File: src/rtl/ram_arbiter_if.sv
// Bus bundle between the requesters, the RAM arbiter and the single-port RAM.
// The slave modport is the arbiter's view. The master modport is the
// environment's view: the requesters plus the RAM read-data return.
interface ram_arbiter_if #(
  parameter int NREQ   = 3,
  parameter int ADDR_W = 16,
  parameter int DATA_W = 8
);
  logic [NREQ-1:0]        req;
  logic [NREQ-1:0]        lock;
  logic [NREQ-1:0]        we;
  logic [NREQ*ADDR_W-1:0] addr;
  logic [NREQ*DATA_W-1:0] wdata;
  logic [NREQ-1:0]        gnt;
  logic [NREQ-1:0]        rvalid;
  logic [DATA_W-1:0]      rdata;
  logic [ADDR_W-1:0]      ramAddress;
  logic [DATA_W-1:0]      ramDataIn;
  logic [DATA_W-1:0]      ramDataOut;
  logic                   readSignal;
  logic                   writeSignal;
  logic                   busy;

  modport slave (
    input  req, lock, we, addr, wdata, ramDataOut,
    output gnt, rvalid, rdata, ramAddress, ramDataIn, readSignal, writeSignal, busy
  );

  modport master (
    output req, lock, we, addr, wdata, ramDataOut,
    input  gnt, rvalid, rdata, ramAddress, ramDataIn, readSignal, writeSignal, busy
  );
endinterface

File: src/rtl/ram_arbiter.sv
// Round-robin arbiter sharing one byte-wide single-port RAM between NREQ
// requesters. It supports burst locking that is capped at MAX_BURST transfers,
// and it routes read data back to the issuing requester after RD_LAT cycles.
module ram_arbiter #(
  parameter int NREQ      = 3,
  parameter int ADDR_W    = 16,
  parameter int DATA_W    = 8,
  parameter int RD_LAT    = 1,
  parameter int MAX_BURST = 16
) (
  input  logic         clk,
  input  logic         RST,
  ram_arbiter_if.slave bus
);

  localparam int IDX_W = (NREQ > 1) ? $clog2(NREQ) : 1;
  localparam int CNT_W = $clog2(MAX_BURST + 1);

  typedef enum logic [0:0] {ST_ARB, ST_LOCKED} state_t;

  state_t            state, state_next;
  logic [IDX_W-1:0]  owner, owner_next;
  logic [CNT_W-1:0]  burst_cnt, burst_next;
  logic [IDX_W-1:0]  last_gnt;
  logic [IDX_W-1:0]  winner;
  logic [IDX_W-1:0]  cand;
  logic              xfer;
  logic [NREQ-1:0]   gnt_c;
  logic [NREQ-1:0]   rvalid_c;

  logic [ADDR_W-1:0] addr_a  [NREQ];
  logic [DATA_W-1:0] wdata_a [NREQ];

  logic [ADDR_W-1:0] ram_addr_p0;
  logic [DATA_W-1:0] ram_din_p0;
  logic              wr_p0;
  logic [RD_LAT:0]   rd_vld_p;
  logic [IDX_W-1:0]  rd_id_p [0:RD_LAT];

  // Unpack the per-requester address and write-data lanes.
  always_comb begin
    for (int i = 0; i < NREQ; i++) begin
      addr_a[i]  = bus.addr[i*ADDR_W +: ADDR_W];
      wdata_a[i] = bus.wdata[i*DATA_W +: DATA_W];
    end
  end

  // Grant selection (locked owner or round-robin after last_gnt) and lock next-state.
  always_comb begin
    gnt_c      = '0;
    xfer       = 1'b0;
    winner     = '0;
    cand       = '0;
    state_next = ST_ARB;
    owner_next = owner;
    burst_next = burst_cnt;
    if (state == ST_LOCKED) begin
      if (bus.req[owner]) begin
        gnt_c[owner] = 1'b1;
        xfer         = 1'b1;
        winner       = owner;
      end
    end else begin
      for (int k = 1; k <= NREQ; k++) begin
        cand = IDX_W'((int'(last_gnt) + k) % NREQ);
        if (!xfer && bus.req[cand]) begin
          gnt_c[cand] = 1'b1;
          xfer        = 1'b1;
          winner      = cand;
        end
      end
    end
    // Hold the lock only if the owner transferred with lock high and its burst
    // cap is not yet reached. Any other edge drops back to round-robin.
    if (xfer && bus.lock[winner]) begin
      burst_next = (state == ST_LOCKED) ? burst_cnt + CNT_W'(1) : CNT_W'(1);
      if (burst_next < CNT_W'(MAX_BURST)) begin
        state_next = ST_LOCKED;
        owner_next = winner;
      end
    end
  end

  // Lock state, owner, burst length and round-robin pointer.
  always_ff @(posedge clk or posedge RST) begin
    if (RST) begin
      state     <= ST_ARB;
      owner     <= '0;
      burst_cnt <= '0;
      last_gnt  <= IDX_W'(NREQ - 1);
    end else begin
      state     <= state_next;
      owner     <= owner_next;
      burst_cnt <= burst_next;
      if (xfer) last_gnt <= winner;
    end
  end

  // ---- p0: RAM issue registers; the read-valid shift starts here ----
  always_ff @(posedge clk or posedge RST) begin
    if (RST) begin
      ram_addr_p0 <= '0;
      ram_din_p0  <= '0;
      wr_p0       <= 1'b0;
      rd_vld_p    <= '0;
    end else begin
      wr_p0    <= xfer && bus.we[winner];
      rd_vld_p <= {rd_vld_p[RD_LAT-1:0], xfer && !bus.we[winner]};
      if (xfer) begin
        ram_addr_p0 <= addr_a[winner];
        ram_din_p0  <= wdata_a[winner];
      end
    end
  end

  // ---- p1..pRD_LAT: requester id travels alongside its read-valid bit ----
  always_ff @(posedge clk) begin
    rd_id_p[0] <= winner;
    for (int k = 1; k <= RD_LAT; k++) rd_id_p[k] <= rd_id_p[k-1];
  end

  // Steer the read-data-valid pulse to the requester that issued the read.
  always_comb begin
    rvalid_c = '0;
    if (rd_vld_p[RD_LAT]) rvalid_c[rd_id_p[RD_LAT]] = 1'b1;
  end

  assign bus.gnt         = gnt_c;
  assign bus.rvalid      = rvalid_c;
  assign bus.rdata       = bus.ramDataOut;
  assign bus.ramAddress  = ram_addr_p0;
  assign bus.ramDataIn   = ram_din_p0;
  assign bus.readSignal  = rd_vld_p[0];
  assign bus.writeSignal = wr_p0;
  assign bus.busy        = (|rd_vld_p) | (state == ST_LOCKED);

endmodule

File: src/flat_wrapper.sv
// flat-port wrapper written by rule: the top's interface ports become plain ports
module ram_arbiter_flat 
#(
  parameter int NREQ      = 3,
  parameter int ADDR_W    = 16,
  parameter int DATA_W    = 8,
  parameter int RD_LAT    = 1,
  parameter int MAX_BURST = 16
)
  (clk, RST, bus_req, bus_lock, bus_we, bus_addr, bus_wdata, bus_ramDataOut, bus_gnt, bus_rvalid, bus_rdata, bus_ramAddress, bus_ramDataIn, bus_readSignal, bus_writeSignal, bus_busy);
  ram_arbiter_if #(.NREQ(NREQ), .ADDR_W(ADDR_W), .DATA_W(DATA_W)) bus_i ();
  input  logic clk;
  input  logic RST;
  input wire logic [$bits(bus_i.req)-1:0] bus_req;
  input wire logic [$bits(bus_i.lock)-1:0] bus_lock;
  input wire logic [$bits(bus_i.we)-1:0] bus_we;
  input wire logic [$bits(bus_i.addr)-1:0] bus_addr;
  input wire logic [$bits(bus_i.wdata)-1:0] bus_wdata;
  input wire logic [$bits(bus_i.ramDataOut)-1:0] bus_ramDataOut;
  output wire logic [$bits(bus_i.gnt)-1:0] bus_gnt;
  output wire logic [$bits(bus_i.rvalid)-1:0] bus_rvalid;
  output wire logic [$bits(bus_i.rdata)-1:0] bus_rdata;
  output wire logic [$bits(bus_i.ramAddress)-1:0] bus_ramAddress;
  output wire logic [$bits(bus_i.ramDataIn)-1:0] bus_ramDataIn;
  output wire logic [$bits(bus_i.readSignal)-1:0] bus_readSignal;
  output wire logic [$bits(bus_i.writeSignal)-1:0] bus_writeSignal;
  output wire logic [$bits(bus_i.busy)-1:0] bus_busy;
  assign bus_i.req = bus_req;
  assign bus_i.lock = bus_lock;
  assign bus_i.we = bus_we;
  assign bus_i.addr = bus_addr;
  assign bus_i.wdata = bus_wdata;
  assign bus_i.ramDataOut = bus_ramDataOut;
  assign bus_gnt = bus_i.gnt;
  assign bus_rvalid = bus_i.rvalid;
  assign bus_rdata = bus_i.rdata;
  assign bus_ramAddress = bus_i.ramAddress;
  assign bus_ramDataIn = bus_i.ramDataIn;
  assign bus_readSignal = bus_i.readSignal;
  assign bus_writeSignal = bus_i.writeSignal;
  assign bus_busy = bus_i.busy;
  ram_arbiter #(.NREQ(NREQ), .ADDR_W(ADDR_W), .DATA_W(DATA_W), .RD_LAT(RD_LAT), .MAX_BURST(MAX_BURST)) u_core (.clk(clk), .RST(RST), .bus(bus_i));
endmodule
File: config.mk
export PLATFORM = sky130hd
export DESIGN_NAME = ram_arbiter_flat
export DESIGN_NICKNAME = d
export VERILOG_FILES = /design/src/rtl/ram_arbiter_if.sv /design/src/rtl/ram_arbiter.sv /design/src/flat_wrapper.sv
export SDC_FILE = /design/constraint.sdc
export NUM_CORES = 1
export LEC_CHECK = 0
export CORE_ASPECT_RATIO = 0.75
export CORE_MARGIN = 2
export CORE_UTILIZATION = 40
export DETAILED_ROUTE_END_ITERATION = 10
export PLACE_DENSITY = 0.81
export SETUP_SLACK_MARGIN = 0.3
export SLEW_MARGIN = 40
export SYNTH_ARGS = -nofsm -noshare
export SYNTH_HDL_FRONTEND = slang
export SYNTH_SLANG_ARGS = --single-unit
File: constraint.sdc
create_clock -name clk -period 2.9 [get_ports clk]
set_input_delay 0.29 -clock clk [delete_from_list [all_inputs] [get_ports clk]]
set_output_delay 0.29 -clock clk [all_outputs]
set_load 0.01 [all_outputs]
# ---- Word-level counts from Yosys, hierarchy flattened
# Memories as Yosys holds them, arrays and structs flattened.
# Cells that the tools add are included.
dict set report word_totals {
  reg_bits 37
  mem_bits_rw 4
  input_bits 91
  output_inout_bits 41
  memories 1
}
# memory depth width read_ports rd_ports_with_merged_regs write_ports line_no
set mem_list {}
lappend mem_list {u_core.rd_id_p 2 2 2 0 2 ram_arbiter.sv:38} ;# logic [IDX_W-1:0] rd_id_p [0:RD_LAT];
dict set report op_classes {
  addsub 4
  div_mod_pow 3
  magnitude_cmp 13
  n_mux 51
  n_bitwise 4
  n_reduce_logical 15
}
# op n
set ops {}
lappend ops {{remainder unit 32 x 3 -> 32 bit, second input constant} 3}
lappend ops {{binary-select mux 16 bit (select 2 bit)} 1}
lappend ops {{two-way mux 16 bit} 2}
lappend ops {{two-way mux 3 bit} 8}
lappend ops {{two-way mux 1 bit} 20}
lappend ops {{< comparator 2 x 3 -> 1 bit, second input constant} 6}
lappend ops {{binary-select mux 8 bit (select 2 bit)} 1}
lappend ops {{two-way mux 8 bit} 2}
lappend ops {{binary-select mux 1 bit (select 2 bit)} 6}
lappend ops {{demux 1 bit (select 2 bit)} 5}
lappend ops {{>= comparator 2 x 1 -> 1 bit, second input constant} 5}
lappend ops {{logical AND 1 bit} 10}
lappend ops {{two-way mux 2 bit} 5}
lappend ops {{adder 2 x 2 -> 3 bit, second input constant} 2}
lappend ops {{bitwise OR 3 bit} 2}
lappend ops {{adder 5 x 1 -> 5 bit, second input constant} 1}
lappend ops {{< comparator 5 bit, second input constant} 1}
lappend ops {{two-way mux 5 bit} 1}
lappend ops {{adder 2 x 1 -> 3 bit, second input constant} 1}
lappend ops {{>= comparator 3 bit, second input constant} 1}
lappend ops {{zero test 1 bit} 3}
lappend ops {{inverter 2 -> 3 bit} 1}
lappend ops {{AND reduction 2 bit} 1}
lappend ops {{OR reduction 2 bit} 1}
lappend ops {{bitwise OR 1 bit} 1}

# ---- Depth between registers and ports, before layout
# Gate-level depths: netlist of run 1.
dict set report logic_depth {
  ltp_word 18
  depth_mapped 13
}

# ---- Worst setup path before layout of run 1
# OpenSTA, ideal clock, no wires.
dict set report synth_path {
  path_type {register to register}
  startpoint {reg u_core.last_gnt[1]}
  endpoint {reg u_core.burst_cnt[3]}
  arrival_time_ns 2.483
  t_required_ns 2.824
  path_slack_ns 0.340
  path_stages_with_launch 11
  cell_sequence {dfstp_2 ha_1 mux2i_1 o22ai_2 nor3_1 o21ai_2 inv_2 and4_1 a21oi_1 or4b_1 o21ai_1}
}
dict set report synth_between {
  elab_chain_cells 17
  elab_cells_between_ends 29
}
# item line_no
set synth_lines {}
lappend synth_lines {{start: declaration} ram_arbiter.sv:24} ;# logic [IDX_W-1:0] last_gnt;
lappend synth_lines {{start signal: assignment} ram_arbiter.sv:90} ;# last_gnt <= IDX_W'(NREQ - 1);
lappend synth_lines {{start signal: assignment} ram_arbiter.sv:95} ;# if (xfer) last_gnt <= winner;
lappend synth_lines {{adder 2 x 1 -> 3 bit} ram_arbiter.sv:65} ;# cand = IDX_W'((int'(last_gnt) + k) % NREQ);
lappend synth_lines {{remainder unit 32 x 3 -> 32 bit} ram_arbiter.sv:65}
lappend synth_lines {{binary-select mux 1 bit (select 2 bit)} ram_arbiter.sv:66} ;# if (!xfer && bus.req[cand]) begin
lappend synth_lines {{two-way mux 1 bit (implied by the code)} ram_arbiter.sv:66}
lappend synth_lines {{two-way mux 1 bit} ram_arbiter.sv:66}
lappend synth_lines {{two-way mux 1 bit} ram_arbiter.sv:57} ;# if (state == ST_LOCKED) begin
lappend synth_lines {{zero test 1 bit} ram_arbiter.sv:66}
lappend synth_lines {{logical AND 1 bit} ram_arbiter.sv:66}
lappend synth_lines {{two-way mux 1 bit} ram_arbiter.sv:66}
lappend synth_lines {{two-way mux 1 bit} ram_arbiter.sv:57}
lappend synth_lines {{zero test 1 bit} ram_arbiter.sv:66}
lappend synth_lines {{logical AND 1 bit} ram_arbiter.sv:66}
lappend synth_lines {{two-way mux 2 bit} ram_arbiter.sv:66}
lappend synth_lines {{two-way mux 2 bit} ram_arbiter.sv:57}
lappend synth_lines {{binary-select mux 1 bit (select 2 bit)} ram_arbiter.sv:75} ;# if (xfer && bus.lock[winner]) begin
lappend synth_lines {{two-way mux 1 bit (implied by the code)} ram_arbiter.sv:75}
lappend synth_lines {{logical AND 1 bit (*)} ram_arbiter.sv:75}
lappend synth_lines {{end signal: assignment} ram_arbiter.sv:94} ;# burst_cnt <= burst_next;
lappend synth_lines {{end: declaration} ram_arbiter.sv:23} ;# logic [CNT_W-1:0] burst_cnt, burst_next;
# Every way passes the cells marked *; elsewhere a longest branch is shown, timed or not. The select of a mux whose other input is x is not followed.
# A chain may end at the register's enable or synchronous reset.

# ---- Worst setup path in the final report of run 1
dict set report layout_path {
  startpoint {reg u_core.last_gnt[1]}
  endpoint {reg u_core.burst_cnt[0]}
}
# The elaborated chain is that of the path after synthesis.

==> metrics.cfg, run 1 <==
[run_status]
status = complete, no violations

[finish]
fin_cells = 507
drive_above_1_share = 0.1935
diodes = 0
syn_to_final_growth_pct = 69.43
final_cell_area_um2 = 4244
final_nets = 524
post-route-util = 0.7174
fillers = 454

[floorplan]
num_io_pins = 132
die_h_um = 72.53
rows = 24
start_util = 0.4234
die_area_um2 = 6918
core_um2 = 5916
die_x_um = 95.38

[global_route]
grt_max_degree = 52
grtUsageTotal = 0.2208
grt_pass1_wl_mm = 11.88
antenna_found_initial = 0
grt_pass1_vias = 2512
overflow = 0

[logic_synthesis]
yosysTopAreaCell = dfrtp_1
async_reset_ff_frac = 0.9024
synthCells = 291
syn_nets = 387
synth_edf_count = 0
synth_flop_cell = dfrtp_1
yosys-top-cells-count = nor2_1 (54), a21oi_1 (52), dfrtp_1 (36), mux2i_1 (29), nand2_1 (15)
syn-cell-area_um2 = 2505
synth_top_cell_area_share = 0.3596
ys_seq_elements = 41
synth.distinct_cells = 47
yosysSeqAreaShare = 0.4021
yosys_warnings = 0
yosysMostFrequentCell = nor2_1
synth.avg_cell_area_um2 = 8.608
synth_area_leaders = dfrtp_1 (36%), mux2i_1 (12%), a21oi_1 (10%)

[power_and_ir_drop]
total_power_mw = 5.703
p_comb_frac = 0.746
ir_drop_v = 0.0006147
power.density_nw_per_um2 = 1344
swShare = 0.4275
power.net_switching_mw = 2.438
p_leak_nw = 1.885
clkPwrFrac = 0.063
power.internal_mw = 3.265
sequentialPowerShare = 0.190

[detailed_routing]
vias = 2704
drtIter0Drc = 135
drcViolationCount = 0
wirelength_mm = 8.176
vias_per_cell = 5.333
wl_per_cell_um = 16.13
drtPass1Iterations = 4
ant_nets = 0

[worst_setup_path]
arrival_ns = 2.96
crit_type = flip-flop to flip-flop
worstSetupEndpointType = flip-flop
critPathSlowestCell = dfstp_2
cp.buffers_inverters = 3
worstPathRequired_ns = 3.08
regToRegSetupSlack_ns = 0.13
crit_top_cell = buf_4
path_cells = inv_2 -> ha_4 -> mux2i_1 -> o21ai_2 -> buf_4 -> nor4_4 -> nor3b_2 -> mux2_4 -> a21oi_4 -> buf_4 -> mux2_2
critical_path_peak_fanout = 3
critical_path.max_stage_delay_ns = 0.58
cp-start-kind = flip-flop
crit_family = multiplexers

[cts]
cts_tree = built
htreeDepth = 2
clkTransAtPathRegs_ns = 0.08
cts.path.max_buffers = 2
cts_sinks = 41
clk-insertion-delay-late_ns = 0.29
postCtsHoldBufs = 0
cts-root-buf = clkbuf_8
numCtsBuffers = 5

[place]
dpl_cell_area_um2 = 3722
hpwl_mm = 5.348
place_inst = 471
place.gp.congestion = 0.8941
port_buffers = 115

[job]
drv_cap = 0

[timing]
slew_viol_final = 0
rsz0062_at_grt = yes
worst_pin_slew_ns = 0.5002
skew_ns = 0.003725
fin_crit_ns = 2.774
fmax_ghz = 0.3605
fin_crit_sh = 0.9566
relSlewSlack = 0.6658
final_hold_viol_count = 0
finalSetupViolCount = 0
finalSetupTns_ns = 0

[worst_hold_path]
hp-class = flip-flop to flip-flop

-- worst reg2reg max path, cell delays in order (launching register included) --
cell,delay [ns]
dfstp_2,0.58
inv_2,0.07
ha_4,0.18
mux2i_1,0.18
o21ai_2,0.11
buf_4,0.17
nor4_4,0.42
nor3b_2,0.09
mux2_4,0.29
a21oi_4,0.14
buf_4,0.13
mux2_2,0.31
-- routing by layer --
metal	vias up	GRT usage	share of wire
li1	1279	-	-
met1	1274	0.2779	0.40
met2	130	0.3615	0.50
met3	21	0.06542	0.084
met4	0	0.08095	0.023
met5	-	0	0
-- cell usage in the layout (no fill, tap or decap), drive strengths merged, types with 2 or more instances in the layout --
cell,count
nor2,55
clkinv,2
dfrtp,36
and2,3
mux2,2
clkdlybuf4s50,112
ha,5
nor3,3
a22oi,2
nand3,2
nand3b,3
inv,9
buf,38
mux2i,29
a41oi,2
a21oi,52
a21boi,2
nand2,15
nor2b,4
clkbuf,10
and3b,2
nor3b,2
dfxtp,4
o21ai,15
-- final timing paths --
path	endpoint	depth (start not counted)	start
min in group asynchronous	u_core.bus.ramDataIn[2]	3	RST
min	u_core.rd_id_p[0][3]	0	u_core.rd_id_p[0][1]
max	u_core.burst_cnt[0]	11	u_core.last_gnt[1]
max in group asynchronous	u_core.last_gnt[1]	3	RST
max reg2reg	u_core.burst_cnt[0]	11	u_core.last_gnt[1]
min reg2reg	u_core.rd_id_p[0][3]	0	u_core.rd_id_p[0][1]
-- timing repair --
action / CTS / global route
buffers inserted: 9 / 17
gates cloned: 0 / 2
pin swaps: 7 / 20
setup endpoints to repair: 37 / 30
resized for setup: 26 / 28
-- power by group through the flow --
stage | Sequential (mW) | Combinational [mW] | Clock (mW)
after floorplan | 1.13 | 1.96 | 0
after global placement | 1.07 | 3.10 | 0
after detailed placement | 1.09 | 3.17 | 0
after CTS | 1.08 | 3.51 | 0.372
after global routing | 1.12 | 4.61 | 0.393
final | 1.09 | 4.26 | 0.361
-- flip-flops by register name (all words and copies together), names as in the netlist --
signal	cells
u_core.bus.ramAddress	16
u_core.bus.writeSignal	1
u_core.state	1
u_core.rd_id_p	4
u_core.bus.ramDataIn	8
u_core.rd_vld_p	2
u_core.last_gnt	2
u_core.burst_cnt	5
u_core.owner	2
-- kinds of logic after synthesis --
group,Yosys count,share of synthesized area
xor gates and xnor gates,1,0.003497
and+or+nand+nor,95,0.1753
adders and majority gates,5,0.02498
AOI/OAI and AO/OA,84,0.1998
buffers and inverters,34,0.06943
muxes,31,0.1249
DFF,41,0.4021
-- through the flow --
step / setup slack (ns) / hold WS (ns)
2_1_floorplan: 0.3404 / 0.3096
3_3_place_gp: 0.1391 / 0.3133
3_5_place_dp: 0.003847 / 0.3128
4_1_cts: 0.2520 / 0.3310
5_1_grt: 0.03536 / 0.3444
6_report: 0.1258 / 0.3340
-- area by class of cell --
cell class / instances / area [um^2] / share of cell area
Inverter: 9 / 33.78 / 0.007960
Sequential cell: 41 / 1007 / 0.2373
Clock buffer: 6 / 72.57 / 0.01710
Tap cell: 78 / 97.59 / 0.02300
Clock inverter: 2 / 10.01 / 0.002358
Timing Repair Buffer: 155 / 1558 / 0.3670
Multi-Input combinational cell: 216 / 1465 / 0.3452
(Power assumes the default switching activity.)
==> run 2, diff against run 1 <==
HOLD_SLACK_MARGIN = 0.05   (was unset)
==> results of run 2 <==
The final DEF is identical to that of run 1; final timing and power are the same.
